<file path="src/rtl/mux_sum_sequencer_if.sv">
// Packet-in / sum-out handshake bundle for mux_sum_sequencer.
// The master drives the operand packet and consumes the sum; the slave is the sequencer.
interface mux_sum_sequencer_if #(
  parameter int WIDTH = 4,
  parameter int ACC_W = WIDTH + 2
);
  logic             in_valid;
  logic             in_ready;
  logic [WIDTH-1:0] in_a;
  logic [WIDTH-1:0] in_b;
  logic [WIDTH-1:0] in_c;
  logic [WIDTH-1:0] in_d;
  logic             out_valid;
  logic             out_ready;
  logic [ACC_W-1:0] sum;

  modport master (
    output in_valid, in_a, in_b, in_c, in_d, out_ready,
    input  in_ready, out_valid, sum
  );

  modport slave (
    input  in_valid, in_a, in_b, in_c, in_d, out_ready,
    output in_ready, out_valid, sum
  );
endinterface

</file>
<file path="src/rtl/mux_sum_sequencer.sv">
// Operand sequencer/accumulator around the external 4:1 operand mux.
// Captures a 4-operand packet, steps sel 0..3 over the registered operands,
// accumulates the returned mux_y and presents the sum on a valid/ready port.
// Optional build macro MUX_SUM_OVF_EN adds the ovf output (sum exceeds WIDTH bits).
//
// state | meaning
// IDLE  | waiting for an operand packet, in_ready high
// ACCUM | sel steps 0..3, mux_y added into acc each cycle
// DONE  | sum presented with out_valid, waiting for out_ready
module mux_sum_sequencer #(
  parameter int WIDTH = 4,
  parameter int ACC_W = WIDTH + 2
) (
  input  logic                 clk,
  input  logic                 rst_n,
  mux_sum_sequencer_if.slave   bus,
  output logic [WIDTH-1:0]     op_a,
  output logic [WIDTH-1:0]     op_b,
  output logic [WIDTH-1:0]     op_c,
  output logic [WIDTH-1:0]     op_d,
  output logic [1:0]           sel,
  input  logic [WIDTH-1:0]     mux_y,
`ifdef MUX_SUM_OVF_EN
  output logic                 ovf,
`endif
  output logic                 busy
);

  typedef enum logic [1:0] {
    IDLE  = 2'd0,
    ACCUM = 2'd1,
    DONE  = 2'd2
  } state_t;

  state_t           state;
  logic [ACC_W-1:0] acc;
  logic [ACC_W-1:0] acc_next;
  logic [ACC_W-1:0] sum_q;
  logic             in_ready_q;
  logic             out_valid_q;

  // Next accumulator value: zero-extended mux output added to the running sum.
  assign acc_next = acc + {{(ACC_W-WIDTH){1'b0}}, mux_y};

  assign bus.in_ready  = in_ready_q;
  assign bus.out_valid = out_valid_q;
  assign bus.sum       = sum_q;

  // Sequencer FSM; every output is registered so the external mux sees no loop.
  always_ff @(posedge clk) begin
    if (!rst_n) begin
      state       <= IDLE;
      op_a        <= '0;
      op_b        <= '0;
      op_c        <= '0;
      op_d        <= '0;
      sel         <= 2'd0;
      acc         <= '0;
      sum_q       <= '0;
      in_ready_q  <= 1'b1;
      out_valid_q <= 1'b0;
      busy        <= 1'b0;
`ifdef MUX_SUM_OVF_EN
      ovf         <= 1'b0;
`endif
    end else begin
      case (state)
        IDLE: begin
          if (bus.in_valid && in_ready_q) begin
            op_a       <= bus.in_a;
            op_b       <= bus.in_b;
            op_c       <= bus.in_c;
            op_d       <= bus.in_d;
            sel        <= 2'd0;
            acc        <= '0;
            in_ready_q <= 1'b0;
            busy       <= 1'b1;
            state      <= ACCUM;
          end
        end
        ACCUM: begin
          acc <= acc_next;
          if (sel == 2'd3) begin
            // Last operand: publish the result on the same edge it completes.
            sum_q       <= acc_next;
            out_valid_q <= 1'b1;
`ifdef MUX_SUM_OVF_EN
            ovf         <= |acc_next[ACC_W-1:WIDTH];
`endif
            state       <= DONE;
          end else begin
            sel <= sel + 2'd1;
          end
        end
        DONE: begin
          if (bus.out_ready) begin
            out_valid_q <= 1'b0;
            in_ready_q  <= 1'b1;
            busy        <= 1'b0;
            sel         <= 2'd0;
`ifdef MUX_SUM_OVF_EN
            ovf         <= 1'b0;
`endif
            state       <= IDLE;
          end
        end
        default: begin
          state       <= IDLE;
          in_ready_q  <= 1'b1;
          out_valid_q <= 1'b0;
          busy        <= 1'b0;
          sel         <= 2'd0;
        end
      endcase
    end
  end

endmodule

</file>
<file path="src/flat_wrapper.sv">
// flat-port wrapper written by rule: the top's interface ports become plain ports
module mux_sum_sequencer_flat 
#(
  parameter int WIDTH = 4,
  parameter int ACC_W = WIDTH + 2
)
  (clk, rst_n, op_a, op_b, op_c, op_d, sel, mux_y, busy, bus_in_valid, bus_in_a, bus_in_b, bus_in_c, bus_in_d, bus_out_ready, bus_in_ready, bus_out_valid, bus_sum);
  mux_sum_sequencer_if #(.WIDTH(WIDTH), .ACC_W(ACC_W)) bus_i ();
  input  logic clk;
  input  logic rst_n;
  output logic [WIDTH-1:0] op_a;
  output logic [WIDTH-1:0] op_b;
  output logic [WIDTH-1:0] op_c;
  output logic [WIDTH-1:0] op_d;
  output logic [1:0] sel;
  input  logic [WIDTH-1:0] mux_y;
  output logic busy;
  input wire logic [$bits(bus_i.in_valid)-1:0] bus_in_valid;
  input wire logic [$bits(bus_i.in_a)-1:0] bus_in_a;
  input wire logic [$bits(bus_i.in_b)-1:0] bus_in_b;
  input wire logic [$bits(bus_i.in_c)-1:0] bus_in_c;
  input wire logic [$bits(bus_i.in_d)-1:0] bus_in_d;
  input wire logic [$bits(bus_i.out_ready)-1:0] bus_out_ready;
  output wire logic [$bits(bus_i.in_ready)-1:0] bus_in_ready;
  output wire logic [$bits(bus_i.out_valid)-1:0] bus_out_valid;
  output wire logic [$bits(bus_i.sum)-1:0] bus_sum;
  assign bus_i.in_valid = bus_in_valid;
  assign bus_i.in_a = bus_in_a;
  assign bus_i.in_b = bus_in_b;
  assign bus_i.in_c = bus_in_c;
  assign bus_i.in_d = bus_in_d;
  assign bus_i.out_ready = bus_out_ready;
  assign bus_in_ready = bus_i.in_ready;
  assign bus_out_valid = bus_i.out_valid;
  assign bus_sum = bus_i.sum;
  mux_sum_sequencer #(.WIDTH(WIDTH), .ACC_W(ACC_W)) u_core (.clk(clk), .rst_n(rst_n), .bus(bus_i), .op_a(op_a), .op_b(op_b), .op_c(op_c), .op_d(op_d), .sel(sel), .mux_y(mux_y), .busy(busy));
endmodule
</file>
<file path="config.mk">
export PLATFORM = sky130hd
export DESIGN_NAME = mux_sum_sequencer_flat
export DESIGN_NICKNAME = d
export VERILOG_FILES = /design/src/rtl/mux_sum_sequencer_if.sv /design/src/rtl/mux_sum_sequencer.sv /design/src/flat_wrapper.sv
export SDC_FILE = /design/constraint.sdc
export NUM_CORES = 1
export LEC_CHECK = 0
export ABC_AREA = 1
export CAP_MARGIN = 5
export CORE_MARGIN = 2
export CORE_UTILIZATION = 30
export DETAILED_ROUTE_END_ITERATION = 8
export PLACE_DENSITY = 0.61
export SLEW_MARGIN = 30
export SYNTH_ARGS = -nofsm -noshare
export SYNTH_HDL_FRONTEND = slang
export SYNTH_SLANG_ARGS = --single-unit
</file>
<file path="constraint.sdc">
create_clock -name clk -period 1.85 [get_ports clk]
set_input_delay 0.37 -clock clk [delete_from_list [all_inputs] [get_ports clk]]
set_output_delay 0.37 -clock clk [all_outputs]
set_load 0.1 [all_outputs]
</file>
==> Yosys cells after proc, flatten, opt, wreduce, memory -nomap -nowiden <==
Cells that the tools add are included.
{ "totals": {"ff_bits": 35, "latchBits": 0, "ramBits": 0, "mem_bits_ro": 0, "in_bits": 24, "word_cells": 49, "n_memories": 0} }
{ "classes": {"addsub": 2, "multipliers": 0, "div_mod_pow": 0, "magnitude_cmp": 0, "n_eq_ne": 7, "shifts": 0, "n_mux": 17, "bitwise_logic": 2, "reduce_logical": 10} }
{ "ops": {"columns": ["operator", "count"], "rows": [
  ["2-bit one-hot mux with 3 select lines", 2],
  ["6-bit one-hot mux with 2 select lines", 1],
  ["3-bit AND reduction", 4],
  ["2-bit two-way mux", 5],
  ["1-bit one-hot mux with 3 select lines", 3],
  ["6-bit by 4-bit adder with 6-bit output", 1],
  ["6-bit two-way mux", 1],
  ["2-bit AND reduction", 3],
  ["1-bit two-way mux", 5],
  ["2-bit equality test (second input constant)", 2],
  ["2-bit by 1-bit != test with 1-bit output (second input constant)", 2],
  ["2-bit != test (second input constant)", 2],
  ["2-bit by 1-bit adder with 2-bit output (second input constant)", 1],
  ["2-bit by 1-bit equality test with 1-bit output (second input constant)", 1],
  ["2-bit logical NOT", 1],
  ["1-bit NOT", 2],
  ["2-bit nonzero test", 1],
  ["1-bit logical AND", 1]
]} }

==> Longest topological paths before layout <==
Gate-level depths: netlist of the first run.
{ "logic_depth": {"word_depth": 3, "mapped_depth": 10, "depth_no_buf": 10} }

==> Worst setup path before layout of the first run <==
No wires, ideal clock.
{ "synth_timing": {"path_type": "register -> register", "start": "register u_core.in_ready_q (netlist: u_core.bus.in_ready)", "end": "register u_core.op_a[0]", "arrival_ps": 1831, "setup_slack_ps": -99, "path_stages_with_launch": 7, "path_buffers": 1, "path_cell_list": "dfxtp_1 -> nand2_1 -> nor3_4 -> inv_2 -> buf_6 -> nor2_1 -> nor2_1"} }
{ "synth_via": {"elab_chain_cells": 2} }
{ "synth_lines": {"columns": ["item", "line_no", "rtl"], "rows": [
  ["start, declared", "mux_sum_sequencer.sv:39", "logic in_ready_q;"],
  ["start signal, assigned", "mux_sum_sequencer.sv:60", "in_ready_q <= 1'b1;"],
  ["start signal, assigned", "mux_sum_sequencer.sv:76", "in_ready_q <= 1'b0;"],
  ["start signal, assigned", "mux_sum_sequencer.sv:98", "in_ready_q <= 1'b1;"],
  ["1-bit logical AND", "mux_sum_sequencer.sv:69", "if (bus.in_valid && in_ready_q) begin"],
  ["2-bit AND reduction (no source line)", null, null],
  ["end signal, assigned", "mux_sum_sequencer.sv:70", "op_a <= bus.in_a;"],
  ["end, declared", "mux_sum_sequencer.sv:17", "output logic [WIDTH-1:0] op_a,"]
]} }
No other way between the ends.
A chain may end at the register's enable or synchronous reset.

==> Worst setup path after layout of the first run <==
{ "layout_timing": {"start": "input port mux_y[0]", "end": "register u_core.acc[4]"} }
{ "layout_via": {"elab_chain_cells": 2} }
{ "layout_lines": {"columns": ["item", "line_no", "rtl"], "rows": [
  ["start, declared", "flat_wrapper.sv:16", "input logic [WIDTH-1:0] mux_y;"],
  ["6-bit by 4-bit adder with 6-bit output", "mux_sum_sequencer.sv:43", "assign acc_next = acc + {{(ACC_W-WIDTH){1'b0}}, mux_y};"],
  ["6-bit one-hot mux with 2 select lines", "mux_sum_sequencer.sv:67", "case (state)"],
  ["end signal, assigned", "mux_sum_sequencer.sv:82", "acc <= acc_next;"],
  ["end, declared", "mux_sum_sequencer.sv:36", "logic [ACC_W-1:0] acc;"]
]} }
No other way between the ends.

==> metrics.txt, run 1 <==
Worst Skew=0.004880 ns; WP data required=2.07 ns; crit end category=register; die footprint=5486 um^2; IO Pins=51; Netlist cell types=28; Least-Margin Pin Slew=0.2917 ns; diode count=0; Setup TNS Final=0 ns; PostCTS Resize Cnt=0; CTS tree=done; Critical Path Start Type=input port; Die Height=74.07 um; Synth area leader=dfxtp_1; Worst EP arrival=1.95 ns; PnR worst setup slack=0.1144 ns; layout cells sized above 1=19.92%; total grt overflow=0; setup repair bufs after CTS=0; RSZ-0062 raised after global routing=false; global-route wire length before repair=6272 um; worst hold-check path type=reg2reg; Hold Slack=0.4701 ns; VDD IR max=0.4503 mV; P_leak=1.048 nW; pin count of the biggest net entering global routing=18; Synth Instances=187; GP Congestion=0.8189; routed len/inst=11.43 um; DRC=0; Worst-Skew Late Latency=0.28 ns; Routed Antenna Nets=0; Initial Utilization=31.18%; CTS Hold Bufs=0; synthesized area per cell=7.875 um^2; commonest non-fill, non-tap cells in the layout=37 x nand2_1, 37 x nor2_1, 34 x dfxtp_1, 24 x buf_12, 23 x clkdlybuf4s50_1; H-tree Lvls=2; PortBufs=50; Post-Syn Area=1473 um^2; DR vias=1,391; 1st-iter DRT viols=65; Area Overhead vs Synth=63.55%; Final setup viols=0; total global-route track usage=14.88%; Place WS=-0.1949 ns; Design Area, Final=2409 um^2; post-synthesis sequential area ratio=47.58%; Placed Area=2308 um^2; DR pass1 iterations=4; Via density=4.444; CP Max Fanout=2; register bit total from synthesis=35; cell mode on critical path=nand2_1; CP Cell Sequence=clkdlybuf4s50_1, ha_1, fa_1, nand3_1, nand2_1, xor2_1, nand2_1, a21oi_1; Die Wd=74.07 um; WL final=3577 um; Pwr per Cell Area=966.3 nW/um^2; initial antenna violation count=0; CTS buffer count=5; # rows=25; Clock Path Buffers=2; Final Hold Fails=0; achievable clock frequency=576.2 MHz; Tcrit/Tclk final=93.82%; WS Path Type=in2reg; top cells by area, synth=dfxtp_1 48%, nand2_1 9.4%, nor2_1 9.4%; Crit-path slowest cell=clkdlybuf4s50_1; vias in the first global route=1,388; MaxCap Viol Count=0; warning count from the yosys run=0; detailed placement HPWL=2674 um; Syn Nets=217; Final Util=50.99%; nets=275; Core Region=4723 um^2; post-layout minimum cycle time=1.736 ns; post-synth top area share=47.58%; Max-slew headroom=80.51%; Critical Path Max Stage Delay=0.40 ns; outcome=completed; CTS Sinks=35; Worst-path clk slew=0.07 ns; root buf cell=clkbuf_8; Slew Viols, Final=0
## registers in the layout, summed over array words and instances, names as in the netlist
signal / flops
u_core.op_d: 4
u_core.acc: 6
u_core.op_a: 4
u_core.state: 2
u_core.op_c: 4
u_core.bus.sum: 6
u_core.bus.out_valid: 1
u_core.op_b: 4
u_core.busy: 1
u_core.sel: 2
u_core.bus.in_ready: 1
## logic make-up (layout without fill, tap and decap cells)
group / Yosys count / in the layout / share of synthesized area (%)
buf+inv: 20 / 79 / 5.777
fa+ha+maj: 6 / 6 / 5.608
simple gates: 85 / 85 / 24.98
compound gates: 38 / 38 / 14.27
xor+xnor: 3 / 3 / 1.785
flops: 35 / 35 / 47.58
## synth_stat cells
cell,count
clkinv_2,1
o21bai_1,2
nand3_1,4
nand3b_1,2
o21a_1,2
nor2_4,1
ha_1,5
nand2_4,1
nor2_1,37
xnor2_1,1
a221oi_1,1
nand4_1,1
dfxtp_1,35
clkbuf_2,1
a21oi_2,1
buf_6,1
o211ai_1,1
nor3_4,1
nand2_1,37
o21ai_1,2
xor2_1,2
inv_1,12
inv_2,2
a21oi_1,13
clkbuf_1,3
fa_1,1
o21ai_0,16
nand3_2,1
## area by class of cell
type | count | area (um^2)
timing repair buffer | 56 | 778.2
sequential | 35 | 701.9
inverter | 15 | 57.56
tap | 67 | 83.83
fill | 462 | 2315
multi-input combinational | 132 | 686.9
clock buffer | 8 | 100.1
## through the flow
step           power (mW)  std cells
2_1_floorplan       1.417        187
3_3_place_gp        1.739        305
3_5_place_dp        1.743        305
4_1_cts             2.361        313
5_1_grt             2.435        313
6_report            2.327        313
## where the power goes
group	total, mW	leakage, nW	internal (mW)	switching, mW
Sequential	0.876	0.287	0.818	0.0584
Combinational	0.845	0.710	0.298	0.548
Clock	0.606	0.0515	0.340	0.266
## layer usage
metal	up-vias	global-route usage (%)	part of all wire, %
li1	714	-	-
met1	637	17.01	43
met2	34	25.69	48
met3	6	5.962	7.2
met4	0	4.242	1.1
met5	-	0	0
## critical path: cells and delay by family
kind            cells  cell delay, ns
xor+xnor            1            0.20
simple gates        3            0.24
compound gates      1            0.12
buf+inv             1            0.40
fa+ha+maj           2            0.62
## worst paths after layout
kind / start / slack, ns / depth (start not counted) / to
setup reg to reg: u_core.acc[0] / 0.31 / 7 / u_core.acc[4]
setup / recovery: mux_y[0] / 0.11 / 8 / u_core.acc[4]
hold / removal: u_core.acc[0] / 0.47 / 2 / u_core.acc[0]
hold reg to reg: u_core.acc[0] / 0.47 / 2 / u_core.acc[0]
Note: power is estimated with default switching activity, not from simulation.
==> run 2, diff against run 1 <==
CORE_ASPECT_RATIO = 0.7   (was not set)
==> metrics.txt, run 2 (synthesized netlist as in run 1, its figures left out) <==
1st-iter DRT viols=54 (-17%); CTS Hold Bufs=0 (unchanged); worst hold-check path type=reg2reg; layout cells sized above 1=19.59% (-0.33 points); switching part of the total=39.92% (+2.4 points); Tcrit/Tclk final=92.28% (-1.5 points); placed insts=306 (+0.33%); P_leak=0.9928 nW (-5.3%); crit end category=register; Slew Viols, Final=0 (unchanged); MaxCap Viol Count=0 (unchanged); total global-route track usage=13.88% (-1.0 points); Final setup viols=0 (unchanged); Critical Path Start Type=input port; DRC=0 (unchanged); WS Path Type=in2reg; IO Pins=51 (unchanged); Routed Antenna Nets=0 (unchanged); Design Area, Final=2238 um^2 (-7.1%); PostCTS Resize Cnt=0 (unchanged); Psw=0.8649 mW (-0.87%); DR pass1 iterations=4 (unchanged); Die Height=62.62 um (-15%); Tot Pwr=2.167 mW (-6.9%); Area Overhead vs Synth=52.00%; initial antenna violation count=0 (unchanged); detailed placement HPWL=2600 um (-2.7%); WP data required=2.03 ns (-0.04 ns); flop2flop setup slack=0.33 ns (+0.02 ns); Max-slew headroom=70.60% (-9.9 points); PortBufs=50 (unchanged); power share of the clock group=24.9% (-1.1 points); VDD IR max=0.4382 mV (-2.7%); Worst EP arrival=1.89 ns (-0.06 ns); Final Hold Fails=0 (unchanged); WL final=3535 um (-1.2%); Finished Layout Cells=314 (+0.32%); Initial Utilization=30.97% (-0.21 points); Clock Path Buffers=2 (unchanged); post-layout minimum cycle time=1.707 ns (-0.02837 ns); Core Region=4756 um^2 (+0.69%); total grt overflow=0 (unchanged); nets=274 (-0.36%); CP Max Fanout=2 (unchanged); Sequential Power Share=39.7% (+2.1 points); Gate power share=35.4% (-0.9 points); root buf cell=clkbuf_8; vias in the first global route=1,290 (-7.1%); Via density=4.379 (-1.5%); global-route wire length before repair=5940 um (-5.3%); diode count=0 (unchanged); RSZ-0062 raised after global routing=false; Worst-Skew Late Latency=0.29 ns (about the same); CTS Sinks=35 (unchanged); # rows=21 (-16%); GP Congestion=0.8176 (-0.16%); Pwr per Cell Area=968.0 nW/um^2 (+0.17%); achievable clock frequency=585.7 MHz (+1.7%); Die Wd=87.74 um (+18%); setup repair bufs after CTS=0 (unchanged); Worst Skew=0.007984 ns (+0.003103 ns); Worst-path clk slew=0.07 ns (about the same); DR vias=1,375 (-1.2%); CTS tree=done; routed len/inst=11.26 um (-1.5%); Placed Area=2153 um^2 (-6.7%); Least-Margin Pin Slew=0.4405 ns (+0.1488 ns); CTS buffer count=5 (unchanged); die footprint=5494 um^2 (+0.16%); outcome=completed; internal power=1.302 mW (-11%); commonest non-fill, non-tap cells in the layout=37 x nand2_1, 37 x nor2_1, 34 x dfxtp_1, 23 x clkdlybuf4s50_1, 20 x buf_4; Setup TNS Final=0 ns (unchanged); H-tree Lvls=2 (unchanged); pin count of the biggest net entering global routing=21 (+3)
## run 2: changes by cell type in the layout (fill, tap and decap cells not counted), sizes merged
cell | before | now
buf | 33 | 32
clkinvlp | 0 | 1
clkbuf | 8 | 6
clkinv | 1 | 2
## run 2: per-stage QoR
stage	hold slack (ns)	worst slack (ns)	utilization [%]
6_report	0.4714	0.1427	47.07
3_3_place_gp	0.4625	-0.1367	45.28
4_1_cts	0.4768	0.1327	47.07
2_1_floorplan	0.4438	0.03356	-
3_5_place_dp	0.4655	-0.1631	45.28
5_1_grt	0.5063	0.01637	47.07
## run 2: worst max-delay path, cell delays in order
cell	delay, ns
clkdlybuf4s50_1	0.40
ha_1	0.22
fa_1	0.40
nand3_1	0.10
nand2_1	0.06
xor2_1	0.15
o21bai_1	0.13
inv_1	0.05
## run 2: area by class of cell
cell class	count	area, um^2
Fill cell	484	2517
Sequential cell	35	701.9
Multi-Input combinational cell	132	686.9
Timing Repair Buffer	55	620.6
Tap cell	69	86.33
Clock buffer	6	72.57
Inverter	15	57.56
Clock inverter	2	12.51
## run 2: path summary, 6_finish.rpt
check / from / end / depth (start not counted)
worst min register to register: u_core.acc[2] / u_core.acc[2] / 2
worst max register to register: u_core.acc[0] / u_core.bus.sum[4] / 7
worst max-delay path: mux_y[0] / u_core.bus.sum[4] / 8
worst min-delay path: u_core.acc[2] / u_core.acc[2] / 2
## run 2: per-layer routing
metal / vias up / track usage (%) / share of wire, %
met5: - / 0 / 0
met4: 0 / 5.769 / 1.7
met3: 8 / 3.567 / 6.0
met2: 40 / 20.83 / 43
met1: 611 / 18.83 / 50
li1: 716 / - / -
## run 2: power groups by stage
| stage | combinational [mW] | sequential, mW | clock (mW) |
|---|---|---|---|
| 4_1_cts | 0.774 | 0.861 | 0.558 |
| 3_5_place_dp | 0.772 | 0.877 | 0 |
| 5_1_grt | 0.812 | 0.867 | 0.603 |
| 2_1_floorplan | 0.179 | 1.24 | 0 |
| 3_3_place_gp | 0.768 | 0.877 | 0 |
| 6_report | 0.767 | 0.860 | 0.540 |
